File: src/rtl/eth_idma_meta_splitter.sv
// Burst splitter for the Ethernet iDMA meta channel: turns one 1D transfer into
// AXI4 bursts (page and max-length split) or AXI-Stream segments (max-length split).
module eth_idma_meta_splitter #(
    parameter int unsigned AddrWidth  = 64,
    parameter int unsigned DataWidth  = 64,
    parameter int unsigned TFLenWidth = 32,
    parameter int unsigned IdWidth    = 5,
    parameter int unsigned MaxBeats   = 256,
    parameter int unsigned PageSize   = 4096
) (
    input  logic                  clk_i,
    input  logic                  rst_i,
    input  logic                  req_valid_i,
    output logic                  req_ready_o,
    input  logic [AddrWidth-1:0]  req_addr_i,
    input  logic [TFLenWidth-1:0] req_len_i,
    input  logic                  req_proto_i,
    input  logic [IdWidth-1:0]    req_id_i,
    output logic                  meta_valid_o,
    input  logic                  meta_ready_i,
    output logic [AddrWidth-1:0]  meta_addr_o,
    output logic [7:0]            meta_len_o,
    output logic [TFLenWidth-1:0] meta_bytes_o,
    output logic                  meta_proto_o,
    output logic [IdWidth-1:0]    meta_id_o,
    output logic                  meta_first_o,
    output logic                  meta_last_o,
    output logic                  done_o,
    output logic                  busy_o
);

    localparam int unsigned StrbWidth = DataWidth / 8;
    localparam int unsigned OffWidth  = $clog2(StrbWidth);
    localparam int unsigned W         = TFLenWidth + 1;

    localparam logic [W-1:0] MAX_BYTES = W'(MaxBeats * StrbWidth);
    localparam logic [W-1:0] PAGE_BYTES = W'(PageSize);

    localparam logic [1:0] ST_IDLE  = 2'd0;
    localparam logic [1:0] ST_SPLIT = 2'd1;
    localparam logic [1:0] ST_DONE  = 2'd2;

    logic [1:0]            state_r;
    logic [AddrWidth-1:0]  addr_r;
    logic [TFLenWidth-1:0] remaining_r;
    logic                  proto_r;
    logic [IdWidth-1:0]    id_r;
    logic                  first_r;

    logic [W-1:0]          off_s;
    logic [W-1:0]          max_rem_s;
    logic [W-1:0]          page_rem_s;
    logic [W-1:0]          rem_s;
    logic [W-1:0]          bytes_s;
    logic [7:0]            len_s;
    logic                  last_s;
    logic                  in_split_s;

    function automatic logic [W-1:0] min_w(input logic [W-1:0] a, input logic [W-1:0] b);
        if (a < b) begin
            return a;
        end else begin
            return b;
        end
    endfunction

    // Burst size decode from the current address and remaining byte count
    always_comb begin
        off_s      = W'(addr_r & AddrWidth'(StrbWidth - 1));
        max_rem_s  = MAX_BYTES - off_s;
        page_rem_s = PAGE_BYTES - W'(addr_r & AddrWidth'(PageSize - 1));
        rem_s      = W'(remaining_r);
        if (proto_r) begin
            bytes_s = min_w(rem_s, max_rem_s);
        end else begin
            bytes_s = min_w(min_w(rem_s, max_rem_s), page_rem_s);
        end
        // Beats minus one = ceil((off + bytes) / strb) - 1, with bytes >= 1 in SPLIT
        len_s      = 8'((off_s + bytes_s - W'(1)) >> OffWidth);
        last_s     = (bytes_s == rem_s);
        in_split_s = (state_r == ST_SPLIT);
    end

    // Transfer FSM and per-burst address/length bookkeeping
    always_ff @(posedge clk_i or posedge rst_i) begin
        if (rst_i) begin
            state_r     <= ST_IDLE;
            addr_r      <= '0;
            remaining_r <= '0;
            proto_r     <= 1'b0;
            id_r        <= '0;
            first_r     <= 1'b0;
        end else begin
            case (state_r)
                ST_IDLE: begin
                    if (req_valid_i) begin
                        addr_r      <= req_addr_i;
                        remaining_r <= req_len_i;
                        proto_r     <= req_proto_i;
                        id_r        <= req_id_i;
                        first_r     <= 1'b1;
                        if (req_len_i == '0) begin
                            state_r <= ST_DONE;
                        end else begin
                            state_r <= ST_SPLIT;
                        end
                    end
                end
                ST_SPLIT: begin
                    if (meta_ready_i) begin
                        addr_r      <= addr_r + AddrWidth'(bytes_s);
                        remaining_r <= remaining_r - TFLenWidth'(bytes_s);
                        first_r     <= 1'b0;
                        if (last_s) begin
                            state_r <= ST_DONE;
                        end
                    end
                end
                ST_DONE: begin
                    state_r <= ST_IDLE;
                end
                default: begin
                    state_r <= ST_IDLE;
                end
            endcase
        end
    end

    // Output decode; descriptor fields are forced to zero outside SPLIT
    always_comb begin
        req_ready_o  = (state_r == ST_IDLE) && !rst_i;
        meta_valid_o = in_split_s;
        done_o       = (state_r == ST_DONE);
        busy_o       = (state_r != ST_IDLE);
        if (in_split_s) begin
            meta_addr_o  = addr_r;
            meta_len_o   = len_s;
            meta_bytes_o = TFLenWidth'(bytes_s);
            meta_proto_o = proto_r;
            meta_id_o    = id_r;
            meta_first_o = first_r;
            meta_last_o  = last_s;
        end else begin
            meta_addr_o  = '0;
            meta_len_o   = 8'd0;
            meta_bytes_o = '0;
            meta_proto_o = 1'b0;
            meta_id_o    = '0;
            meta_first_o = 1'b0;
            meta_last_o  = 1'b0;
        end
    end

endmodule

File: config.mk
export PLATFORM = sky130hd
export DESIGN_NAME = eth_idma_meta_splitter
export DESIGN_NICKNAME = d
export VERILOG_FILES = /design/src/rtl/eth_idma_meta_splitter.sv
export SDC_FILE = /design/constraint.sdc
export NUM_CORES = 1
export LEC_CHECK = 0
export CAP_MARGIN = 20
export CELL_PAD_IN_SITES_DETAIL_PLACEMENT = 0
export CELL_PAD_IN_SITES_GLOBAL_PLACEMENT = 1
export CORE_UTILIZATION = 35
export DETAILED_ROUTE_END_ITERATION = 10
export GPL_TIMING_DRIVEN = 0
export PLACE_DENSITY = 0.8
export SYNTH_ARGS = -nofsm -noshare
export SYNTH_HDL_FRONTEND = slang
export SYNTH_SLANG_ARGS = --single-unit
File: constraint.sdc
create_clock -name clk_i -period 18.7 [get_ports clk_i]
set_clock_uncertainty 0.1 [all_clocks]
set_input_delay 4.675 -clock clk_i [delete_from_list [all_inputs] [get_ports clk_i]]
set_output_delay 4.675 -clock clk_i [all_outputs]
set_load 0.02 [all_outputs]
Word level (Yosys, flattened, before mapping)
Index checks and enable logic that the tools add are counted.
{"block": "word_totals", "register_bits": 105, "inputBits": 106, "output_inout_bits": 116, "elab_cells": 54}
{"block": "op_classes", "add_sub_neg": 6, "n_lt_le_gt_ge": 2, "n_eq_ne": 6, "muxes": 25, "reduce_logical": 9}
{"op": "two-way mux 64 bit", "count": 3}
{"op": "two-way mux 33 bit", "count": 4}
{"op": "case mux 64 bit (2 select lines)", "count": 1}
{"op": "two-way mux 32 bit", "count": 3}
{"op": "adder 64 x 33 -> 64 bit", "count": 1}
{"op": "case mux 32 bit (2 select lines)", "count": 1}
{"op": "== test 33 x 32 -> 1 bit", "count": 1}
{"op": "less-than comparator 32 x 33 -> 1 bit", "count": 1}
{"op": "less-than comparator 33 bit", "count": 1}
{"op": "logical NOT 32 bit", "count": 1}
{"op": "subtractor 32 bit", "count": 1}
{"op": "subtractor 13 x 12 -> 14 bit (first input constant)", "count": 1}
{"op": "subtractor 12 x 3 -> 13 bit (first input constant)", "count": 1}
{"op": "adder 3 x 11 -> 11 bit", "count": 1}
{"op": "subtractor 11 x 1 -> 11 bit (second input constant)", "count": 1}
{"op": "two-way mux 2 bit", "count": 4}
{"op": "two-way mux 8 bit", "count": 1}
{"op": "AND reduction 3 bit", "count": 2}
{"op": "two-way mux 1 bit", "count": 5}
{"op": "two-way mux 5 bit", "count": 1}
{"op": "!= test 2 x 1 -> 1 bit (second input constant)", "count": 2}
{"op": "case mux 2 bit (2 select lines)", "count": 1}
{"op": "nonzero test 2 bit", "count": 2}
{"op": "== test 2 x 1 -> 1 bit (second input constant)", "count": 1}
{"op": "7 further kinds", "count": 7}

Longest topological paths before layout
Gate-level depths: netlist (run 1).
{"block": "depth", "ltp_word": 11, "mapped_depth": 39, "depth_no_buf": 36}

Worst setup path before layout (run 1)
OpenSTA, ideal clock, no wires.
{"block": "synth_path", "kind": "reg-to-output", "start": "reg addr_r[1]", "end": "out meta_len_o[7]", "t_arrival_ns": 6.813, "t_required_ns": 13.925, "slack_ns": 7.112, "path_stages_with_launch": 35, "path_buffers": 2, "path_cell_list": "dfrtp_1 inv_1 ha_1 nor2b_1 ha_1 nor4bb_1 a41oi_1 o21ai_0 a211oi_2 a21boi_2 clkbuf_1 nand2_1 o21ai_0 ha_1 nand4_1 or2_2 nor3_1 nand3_1 o21ai_2 a31oi_4 buf_2 and2_1 a21oi_1 ha_1 inv_1 ha_1 a21oi_1 o21bai_1 a21o_1 nand4_1 nand4b_1 a21o_1 a21oi_1 xnor3_1 nor2_1"}
{"block": "synth_via", "elab_chain_cells": 10, "elab_cells_between_ends": 11, "classes_between": "4 x add/sub; 2 x order compare; 5 x mux"}
{"element": "start, declared", "line_no": "44", "rtl": "logic [AddrWidth-1:0] addr_r;"}
{"element": "start signal, assigned", "line_no": "97", "rtl": "addr_r <= req_addr_i;"}
{"element": "start signal, assigned", "line_no": "111", "rtl": "addr_r <= addr_r + AddrWidth'(bytes_s);"}
{"element": "subtractor 12 x 3 -> 13 bit", "line_no": "70", "rtl": "max_rem_s = MAX_BYTES - off_s;"}
{"element": "less-than comparator 32 x 33 -> 1 bit", "line_no": "60", "rtl": "if (a < b) begin"}
{"element": "two-way mux 33 bit", "line_no": "60"}
{"element": "two-way mux 33 bit", "line_no": "73", "rtl": "if (proto_r) begin"}
{"element": "less-than comparator 33 bit", "line_no": "60"}
{"element": "two-way mux 33 bit", "line_no": "60"}
{"element": "two-way mux 33 bit", "line_no": "73"}
{"element": "adder 3 x 11 -> 11 bit (*)", "line_no": "79", "rtl": "len_s = 8'((off_s + bytes_s - W'(1)) >> OffWidth);"}
{"element": "subtractor 11 x 1 -> 11 bit (*)", "line_no": "79"}
{"element": "two-way mux 8 bit (*)", "line_no": "135", "rtl": "if (in_split_s) begin"}
{"element": "end, declared", "line_no": "22", "rtl": "output logic [7:0] meta_len_o,"}
Every way passes the cells marked *; elsewhere a longest branch is shown, timed or not. The select of a mux whose other input is x is not followed.

Final worst setup path (run 1)
{"block": "layout_path", "start": "reg addr_r[0]", "end": "out meta_len_o[7]"}
The elaborated chain is that of the path after synthesis.

==> results of run 1 <==
==> per-layer routing <==
layer | share of wire, % | track usage, %
met2 | 45 | 43.3
met5 | 0.031 | 0
met4 | 2.6 | 7.93
met1 | 45 | 36.3
met3 | 7.1 | 4.52
==> report_power, final <==
part / internal (mW) / switching (mW) / leakage, nW / total [mW]
clock: 0.0998 / 0.115 / 0.152 / 0.215
sequential: 0.313 / 0.106 / 1.26 / 0.419
combinational: 0.819 / 1.02 / 4.38 / 1.83
total: 1.23 / 1.24 / 5.79 / 2.47
==> cells in the final DEF (no fill, tap or decap), types with 12 or more instances in the layout <==
master,instances
dfrtp_1,105
clkbuf_1,57
xnor2_1,35
nor2b_1,12
buf_4,22
a21o_1,32
inv_1,59
nand2b_1,16
nand4_1,17
a21oi_1,109
conb_1,57
a31oi_1,17
clkdlybuf4s50_1,202
nand3_1,22
nor3_1,23
xor2_1,27
ha_1,93
or3_1,15
nor4_1,18
o22ai_1,44
nor2_1,121
o21a_1,12
and3_1,18
nand2_1,133
o21ai_0,129
and2_1,67
==> worst max-delay path: cells and delay by family, from the launching register on <==
family	cells	cell delay, ns
AND/OR/NAND/NOR	11	2.35
adder cells (fa/ha/maj)	5	1.47
buffers and inverters	5	1.43
flip-flops	1	0.46
AO/OA/AOI/OAI	13	2.85
XOR/XNOR	1	0.24
==> final timing paths <==
check	from	endpoint	slack (ns)	depth (start not counted)
worst max-delay path	addr_r[0]	meta_len_o[7]	4.75	35
worst min-delay path	id_r[4]	id_r[4]	0.38	2
worst max register to register	addr_r[0]	remaining_r[22]	9.39	34
worst min register to register	id_r[4]	id_r[4]	0.38	2
max in group asynchronous	rst_i	addr_r[12]	13.13	3
min in group asynchronous	rst_i	state_r[0]	4.64	2
==> flip-flops by register name (all words and copies together) (netlist names) <==
signal       count
remaining_r     32
first_r          1
proto_r          1
state_r          2
addr_r          64
id_r             5
==> kinds of logic after synthesis <==
group | Yosys count | share of synthesized area, %
other | 2 | 0.0712
adder cells (fa/ha/maj) | 97 | 11.6
multiplexers | 11 | 1.14
AO/OA/AOI/OAI | 453 | 27.4
XOR/XNOR | 63 | 5.36
flip-flops | 105 | 24.9
AND/OR/NAND/NOR | 492 | 23.3
buffers and inverters | 150 | 6.17
==> per-stage QoR <==
| step | std cells | hold WS (ns) |
|---|---|---|
| global route | 2039 | 0.403 |
| floorplan | 1428 | 0.337 |
| CTS | 2037 | 0.380 |
| finish | 2039 | 0.382 |
| detailed placement | 2021 | 0.360 |
| global placement | 2020 | 0.351 |
==> final cells by class <==
class	instances	share of cell area, %
Multi-Input combinational cell	1173	54.9
Tap cell	390	3.59
Clock buffer	10	1.76
Clock inverter	6	0.497
Buffer	89	3.10
Antenna cell	2	0.0368
Inverter	61	1.72
Timing Repair Buffer	203	15.1
Sequential cell	105	19.3
==> flow_summary_export.csv, run 1 <==
group,metric,value,unit
global_routing,grt_util_all_layers,26.7,%
critical_path,path_max_fanout,10,
critical_path,max_stage_delay,0.61,ns
timing,setup_tns,0,ns
timing,maxSlewHeadroom,36.8,%
detailed_routing,drtIter0Drc,793,
clock_tree,clkTransAtPathRegs,0.09,ns
synth,synth_common_cells,"nand2_1 (133), o21ai_0 (129), nor2_1 (121)",
clock_tree,cts_setup_buffers,0,
clock_tree,cts_tree,"built",
synth,synth_area_leaders,"dfrtp_1 (25%), ha_1 (11%), o21ai_0 (6.1%)",
synth,synth.avg_cell_area,7.68,um2
synth,ys_ff_latch,105,
detailed_routing,avgViaCountPerCell,5.57,
clock_tree,htreeDepth,3,
power,p_leak,5.79,nW
clock_tree,clockBufferDepth,2,
clock_tree,hold_buffers,0,
timing,worstMarginPinSlew,0.948,ns
cells_and_area,area_growth,29.0,%
synth,yosysTopAreaCellShare,24.9,%
synth,synth_edf_count,0,
global_routing,grt_pass1_wl,63100,um
detailed_routing,avgRoutedWirePerCell,20.4,um
floorplanning,die_y,176,um
timing,rsz0062_at_grt,"no",
floorplanning,initial_core_util,35.6,%
cells_and_area,multi_input_area,0.00747,mm2
floorplanning,die_area,0.0308,mm2
timing,slew_viol_final,0,
hold_path,min_path_type,"flip-flop to flip-flop",
place,post-place-ws,5.26,ns
timing,period_minus_slack,13.95,ns
timing,finalCritPeriodShare,74.6,%
synth,syn_area,0.0105,mm2
clock_tree,cts_resized,0,
timing,max_freq,71.7,MHz
detailed_routing,vias,11400,
detailed_routing,antenna_left,0,
cells_and_area,post-route-util,45.9,%
critical_path,crit_type,"flip-flop to output port",
place,place.gp.congestion,0.952,
run_status,status,"complete, no violations",
synth,synth_cell_types,82,
place,hpwl,32100,um
detailed_routing,finalWirelength,41500,um
place,post_dp_cell_area,0.0133,mm2
power,pwr_density_cell,181,mW/mm2
timing,fin_ws,4.75,ns
critical_path,critical_path_required,13.93,ns
cells_and_area,n_fill_cell,3065,
global_routing,grt_max_degree,60,
critical_path,cp_common_cell,"ha_1",
cells_and_area,ff_latch_area,0.00263,mm2
job,cap_violations,0,
critical_path,slowest_stage,"clkdlybuf4s50_1",
synth,synth_ff_type,"dfrtp_1",
cells_and_area,drive_gt1_share,4.61,%
clock_tree,root_buffer,"clkbuf_16",
floorplanning,pin_count,222,
power,max-vdd-ir-drop,0.114,mV
synth,async_flop_share,100,%
floorplanning,design.core.area,0.0296,mm2
cells_and_area,nets,1843,
timing,setup_viol,0,
timing,hold_viol,0,
critical_path,worstSetupStartpointType,"flip-flop",
synth,yosysSeqAreaShare,24.9,%
synth,netlist_instances,1373,
critical_path,cp-end-kind,"output port",
clock_tree,tritoncts.num_buffers,9,
power,total_power,2.47,mW
detailed_routing,drcViolationCount,0,
synth,synth_top_area_cell,"dfrtp_1",
critical_path,arrival,9.17,ns
clock_tree,clk_latency,0.38,ns
place,place.port_buffers,202,
floorplanning,row_count,63,
detailed_routing,drtPass1Iterations,5,
clock_tree,cts.sinks,105,
global_routing,grt_overflow,0,
floorplanning,die_w,176,um
cells_and_area,final_area,0.0136,mm2
synth,synth.most_common_cell,"nand2_1",
global_routing,antenna_found_initial,3,
synth,yosys_warnings,0,
global_routing,grt_pass1_vias,10800,
(Power assumes the default switching activity.)
==> run 2: changes to the inputs <==
--- a/config.mk
+++ b/config.mk
@@ -11,7 +11,7 @@
 export CORE_UTILIZATION = 35
 export DETAILED_ROUTE_END_ITERATION = 10
 export GPL_TIMING_DRIVEN = 0
-export PLACE_DENSITY = 0.8
+export PLACE_DENSITY = 0.83
 export SYNTH_ARGS = -nofsm -noshare
 export SYNTH_HDL_FRONTEND = slang
 export SYNTH_SLANG_ARGS = --single-unit
==> constraint.sdc (replaced) <==
create_clock -name clk_i -period 12.2 [get_ports clk_i]
set_clock_uncertainty 0.1 [all_clocks]
set_input_delay 3.05 -clock clk_i [delete_from_list [all_inputs] [get_ports clk_i]]
set_output_delay 3.05 -clock clk_i [all_outputs]
set_load 0.02 [all_outputs]
==> run 2 against run 1 <==
  * Hold slack got worse by 0.0098 ns
  * Power increased by 54%
  * Global-route usage decreased by 0.30 points
  * Sequential share of layout area about the same
  * Core utilization increased by 0.089 points
  * Largest power group unchanged
==> flow_summary_export.csv, run 2 (synthesized netlist as in run 1, its figures left out) <==
group,metric,value,unit
floorplanning,die_y,176,um
clock_tree,tritoncts.num_buffers,9,
floorplanning,initial_core_util,35.6,%
floorplanning,row_count,63,
timing,whs,0.373,ns
cells_and_area,drive_gt1_share,4.85,%
critical_path,timing.rr.end,"remaining_r[24]",
cells_and_area,final_area,0.0136,mm2
place,place.gp.congestion,0.926,
critical_path,crit_family,"simple AND/OR/NAND/NOR gates",
cells_and_area,area_growth,29.3,%
detailed_routing,drtPass1Iterations,5,
place,hpwl,31700,um
clock_tree,cts.sinks,105,
timing,finalCritPeriodShare,95.0,%
global_routing,antenna_found_initial,3,
cells_and_area,nets,1845,
place,post-place-ws,0.482,ns
detailed_routing,finalWirelength,40900,um
run_status,status,"complete, no violations",
detailed_routing,drcViolationCount,0,
critical_path,cp-end-kind,"output port",
power,clkPwrFrac,8.3,%
cells_and_area,mostFrequentLayoutCell,"clkdlybuf4s50_1",
detailed_routing,avgViaCountPerCell,5.62,
global_routing,grt_max_degree,60,
critical_path,worstSetupStartpointType,"flip-flop",
critical_path,critical_path_required,9.05,ns
cells_and_area,fin_cells,2040,
job,cap_violations,0,
power,max-vdd-ir-drop,0.130,mV
cells_and_area,most-common-layout-cells,"clkdlybuf4s50_1 (202), nand2_1 (133), o21ai_0 (129), nor2_1 (121), a21oi_1 (106)",
clock_tree,clkTransAtPathRegs,0.08,ns
cells_and_area,n_fill_cell,3043,
power,p_sw,1.89,mW
timing,slew_viol_final,0,
floorplanning,die_area,0.0308,mm2
timing,setup_tns,0,ns
detailed_routing,antenna_left,0,
critical_path,cp_common_cell,"ha_1",
place,place.port_buffers,202,
critical_path,path_max_fanout,10,
critical_path,r2r-start,"addr_r[2]",
cells_and_area,largest_register,"addr_r",
power,pwr_density_cell,279,mW/mm2
detailed_routing,drtIter0Drc,982,
timing,setup_viol,0,
critical_path,crit_type,"flip-flop to output port",
global_routing,met2_usage,41.8,%
global_routing,grt_overflow,0,
critical_path,arrival,8.43,ns
clock_tree,root_buffer,"clkbuf_16",
global_routing,grt_pass1_vias,11000,
power,switching_share,49.8,%
timing,max_freq,86.3,MHz
power,p_leak,5.79,nW
place,dp_cells,2021,
hold_path,min_path_type,"flip-flop to flip-flop",
global_routing,grt_util_met1,35.2,%
critical_path,max_stage_delay,0.61,ns
timing,worstMarginPinSlew,0.890,ns
floorplanning,design.core.area,0.0296,mm2
timing,hold_viol,0,
global_routing,grt_pass1_wl,62700,um
critical_path,ff2ff_setup_slack,3.34,ns
clock_tree,hold_buffers,0,
place,post_dp_cell_area,0.0133,mm2
critical_path,cp.depth,35,
detailed_routing,avgRoutedWirePerCell,20.1,um
power,p_comb_share,74.8,%
clock_tree,clk_latency,0.36,ns
power,seqPwrFrac,16.9,%
clock_tree,cts_tree,"built",
timing,rsz0062_at_grt,"no",
cells_and_area,reg_top3,"addr_r x64, remaining_r x32, id_r x5",
critical_path,slowest_stage,"clkdlybuf4s50_1",
critical_path,crit_end,"meta_len_o[7]",
clock_tree,htreeDepth,3,
floorplanning,pin_count,222,
global_routing,grt.busiest_layer,"met2",
critical_path,startpoint,"addr_r[2]",
global_routing,grt_util_all_layers,26.5,%
timing,period_minus_slack,11.58,ns
critical_path,r2r_cells,35,
timing,maxSlewHeadroom,40.7,%
floorplanning,die_w,176,um
critical_path,worst-path-buf-inv,6,
detailed_routing,vias,11500,
power,intPower,1.90,mW
global_routing,met3_usage,5.19,%
clock_tree,clockBufferDepth,2,
cells_and_area,largest_reg_flops,64,
timing,fin_ws,0.615,ns
## run 2: cell types whose count changed in the layout (fill, tap and decap cells not counted), sizes merged
cell and change:
clkinv +1, inv -4, buf +2, bufinv +1, clkbuf +1
## run 2: power groups by stage
| stage | clock network, mW | logic (mW) | registers [mW] |
|---|---|---|---|
| after floorplan | 0 | 1.99 | 0.585 |
| after global placement | 0 | 2.74 | 0.643 |
| after detailed placement | 0 | 2.77 | 0.645 |
| after CTS | 0.314 | 2.79 | 0.639 |
| after global routing | 0.325 | 3.14 | 0.662 |
| final | 0.314 | 2.84 | 0.643 |
## run 2: what timing repair did
item                                    CTS  global route
endpoints found under the setup margin    0             5
setup buffers                             0             2
gates resized for setup                   0             7
## run 2: per-layer routing
metal | routed length (um) | share of wire, % | vias to the layer above
met2 | 18200 | 44 | 542
met4 | 1410 | 3.4 | 2
met3 | 3400 | 8.3 | 81
met5 | 11 | 0.027 | -
met1 | 17900 | 44 | 5399
li1 | - | - | 5432
## run 2: through the flow
stage	total power, mW	utilization, %
2_1_floorplan	2.58	-
3_3_place_gp	3.38	44.7
3_5_place_dp	3.42	44.8
4_1_cts	3.74	45.8
5_1_grt	4.13	46.0
6_report	3.80	46.0
## run 2: worst reg2reg max path: cells and delay by family (launching register included)
family / cells / cell delay (ns)
AOI/OAI and AO/OA: 14 / 3.35
and+or+nand+nor: 11 / 2.42
adders and majority gates: 4 / 1.22
buffers and inverters: 5 / 0.94
DFF: 1 / 0.48
muxes: 1 / 0.29
## run 2: area by class of cell
| type | instances | area, um2 | share of cell area [%] |
|---|---|---|---|
| multi-input cells | 1173 | 7500 | 55.0 |
| flip-flops and latches | 105 | 2630 | 19.3 |
| repair buffers | 205 | 2060 | 15.1 |
| well taps | 390 | 488 | 3.58 |
| plain buffers | 89 | 422 | 3.09 |
| inverters | 61 | 234 | 1.72 |
| clock buffers | 11 | 233 | 1.71 |
| clock inverters | 4 | 52.6 | 0.386 |
| diodes | 2 | 5.00 | 0.0367 |
## run 2: worst min-delay path by stage
stage | slack, ns | endpoint | cells past startpoint | startpoint
finish | 0.37 | id_r[3] | 2 | id_r[3]
global route | 0.40 | id_r[0] | 2 | id_r[0]
CTS | 0.37 | id_r[1] | 2 | id_r[1]
detailed placement | 0.35 | id_r[1] | 2 | id_r[1]
global placement | 0.35 | id_r[0] | 2 | id_r[0]
floorplan | 0.34 | id_r[0] | 2 | id_r[0]
==> run 3: changes to the inputs <==
--- a/config.mk
+++ b/config.mk
@@ -11,7 +11,7 @@
 export CORE_UTILIZATION = 35
 export DETAILED_ROUTE_END_ITERATION = 10
 export GPL_TIMING_DRIVEN = 0
-export PLACE_DENSITY = 0.83
+export PLACE_DENSITY = 0.86
 export SYNTH_ARGS = -nofsm -noshare
 export SYNTH_HDL_FRONTEND = slang
 export SYNTH_SLANG_ARGS = --single-unit
==> run 3 against run 2 <==
  * Largest cell class unchanged
  * Routed wire length decreased by 0.39%
  * First-iteration DRC count up 3.6%
  * Sequential power is essentially flat
  * Count of clock-buffer cells in the layout increased by 2
  * Largest power group unchanged
  * Non-clock buffer count is 1 lower
  * Maximum frequency about the same
==> flow_summary_export.csv, run 3 (synthesized netlist as in run 1, its figures left out) <==
group,metric,value,unit
detailed_routing,avgViaCountPerCell,5.66,
timing,slew_viol_final,0,
detailed_routing,vias,11500,
job,cap_violations,0,
cells_and_area,largest_register,"addr_r",
power,clkPwrFrac,8.4,%
timing,max_freq,86.4,MHz
clock_tree,cts.sinks,105,
timing,setup_viol,0,
cells_and_area,most-common-layout-cells,"clkdlybuf4s50_1 (202), nand2_1 (133), o21ai_0 (129), nor2_1 (121), a21oi_1 (106)",
timing,worstMarginPinSlew,0.858,ns
critical_path,arrival,8.43,ns
global_routing,grt_pass1_vias,11100,
floorplanning,row_count,63,
timing,fin_ws,0.624,ns
cells_and_area,mostFrequentLayoutCell,"clkdlybuf4s50_1",
cells_and_area,fin_cells,2038,
cells_and_area,area_growth,29.3,%
timing,setup_tns,0,ns
global_routing,grt_overflow,0,
floorplanning,initial_core_util,35.6,%
clock_tree,root_buffer,"clkbuf_16",
floorplanning,pin_count,222,
clock_tree,clockBufferDepth,2,
floorplanning,design.core.area,0.0296,mm2
timing,hold_viol,0,
cells_and_area,nets,1844,
clock_tree,htreeDepth,3,
run_status,status,"complete, no violations",
critical_path,max_stage_delay,0.61,ns
clock_tree,tritoncts.num_buffers,9,
power,max-vdd-ir-drop,0.140,mV
critical_path,crit_type,"flip-flop to output port",
global_routing,grt_util_all_layers,26.2,%
critical_path,ff2ff_setup_slack,3.23,ns
critical_path,slowest_stage,"clkdlybuf4s50_1",
critical_path,worst-path-buf-inv,6,
timing,maxSlewHeadroom,42.8,%
power,seqPwrFrac,17.0,%
floorplanning,die_area,0.0308,mm2
power,p_comb_share,74.6,%
place,dp_cells,2021,
cells_and_area,drive_gt1_share,4.86,%
floorplanning,die_y,176,um
detailed_routing,avgRoutedWirePerCell,20.0,um
power,p_sw,1.88,mW
place,place.port_buffers,202,
power,switching_share,49.5,%
timing,period_minus_slack,11.58,ns
cells_and_area,reg_top3,"addr_r x64, remaining_r x32, id_r x5",
clock_tree,clk_latency,0.36,ns
detailed_routing,finalWirelength,40800,um
place,post-place-ws,0.329,ns
critical_path,critical_path_required,9.05,ns
clock_tree,hold_buffers,0,
critical_path,path_max_fanout,10,
timing,whs,0.372,ns
power,pwr_density_cell,278,mW/mm2
critical_path,worstSetupStartpointType,"flip-flop",
cells_and_area,post-route-util,46.0,%
hold_path,min_path_type,"flip-flop to flip-flop",
global_routing,antenna_found_initial,1,
detailed_routing,drtIter0Drc,1017,
critical_path,crit_family,"simple AND/OR/NAND/NOR gates",
power,intPower,1.91,mW
power,p_leak,5.78,nW
critical_path,cp_common_cell,"ha_1",
detailed_routing,drtPass1Iterations,5,
global_routing,grt_max_degree,81,
global_routing,grt_pass1_wl,62500,um
cells_and_area,largest_reg_flops,64,
clock_tree,cts_tree,"built",
clock_tree,clkTransAtPathRegs,0.07,ns
timing,finalCritPeriodShare,94.9,%
detailed_routing,antenna_left,0,
place,place.gp.congestion,0.920,
detailed_routing,drcViolationCount,0,
timing,rsz0062_at_grt,"no",
critical_path,cp-end-kind,"output port",
place,hpwl,31600,um
floorplanning,die_w,176,um
## run 3: cell count changes in the layout (fill, tap and decap cells not counted), sizes merged
cell,delta
clkbuf,+2
clkinv,-2
buf,-1
clkinvlp,+1
diode,-1
inv,-1
## run 3: timing repair
action	in CTS	in global routing
resized for setup	2	5
cloned	0	0
setup endpoints to repair	1	2
setup buffers	0	1
pin swaps	0	1
## run 3: cell type report
| cell class | instances | area, um2 |
|---|---|---|
| fill | 3054 | 16000 |
| multi-input combinational | 1173 | 7500 |
| sequential | 105 | 2630 |
| timing repair buffer | 204 | 2060 |
| tap | 390 | 488 |
| buffer | 89 | 422 |
| clock buffer | 13 | 260 |
| inverter | 61 | 234 |
| clock inverter | 2 | 37.5 |
| antenna | 1 | 2.50 |
## run 3: per-stage QoR
step           power [mW]  instance area, um2
4_1_cts              3.74               13600
6_report             3.79               13600
3_5_place_dp         3.41               13300
3_3_place_gp         3.36               13300
2_1_floorplan        2.58               10700
5_1_grt              4.12               13600
## run 3: path summary, 6_finish.rpt
check                      startpoint         endpoint  cells past startpoint
max in group asynchronous       rst_i       addr_r[28]                      3
hold reg to reg               id_r[2]          id_r[2]                      2
setup / recovery            addr_r[2]    meta_len_o[7]                     35
hold / removal                id_r[2]          id_r[2]                      2
setup reg to reg            addr_r[2]  remaining_r[24]                     35
min in group asynchronous       rst_i  remaining_r[27]                      2
## run 3: power by group through the flow
stage	Clock, mW	Combinational [mW]	Sequential, mW
after floorplan	0	1.99	0.585
after global placement	0	2.72	0.641
after detailed placement	0	2.77	0.643
after CTS	0.319	2.78	0.639
after global routing	0.331	3.12	0.662
final	0.317	2.83	0.645
## run 3: layer usage
| layer | track usage [%] | wire length (um) |
|---|---|---|
| met5 | 0 | 0 |
| met3 | 4.03 | 3260 |
| met4 | 12.0 | 1710 |
| met1 | 35.3 | 17900 |
| met2 | 41.3 | 17900 |
## run 3: worst reg2reg max path, delay by kind of cell (launching register included)
family | cells | cell delay [ns]
compound gates | 14 | 3.43
fa+ha+maj | 4 | 1.22
buf+inv | 5 | 0.94
flops | 1 | 0.48
mux | 1 | 0.30
simple gates | 11 | 2.42
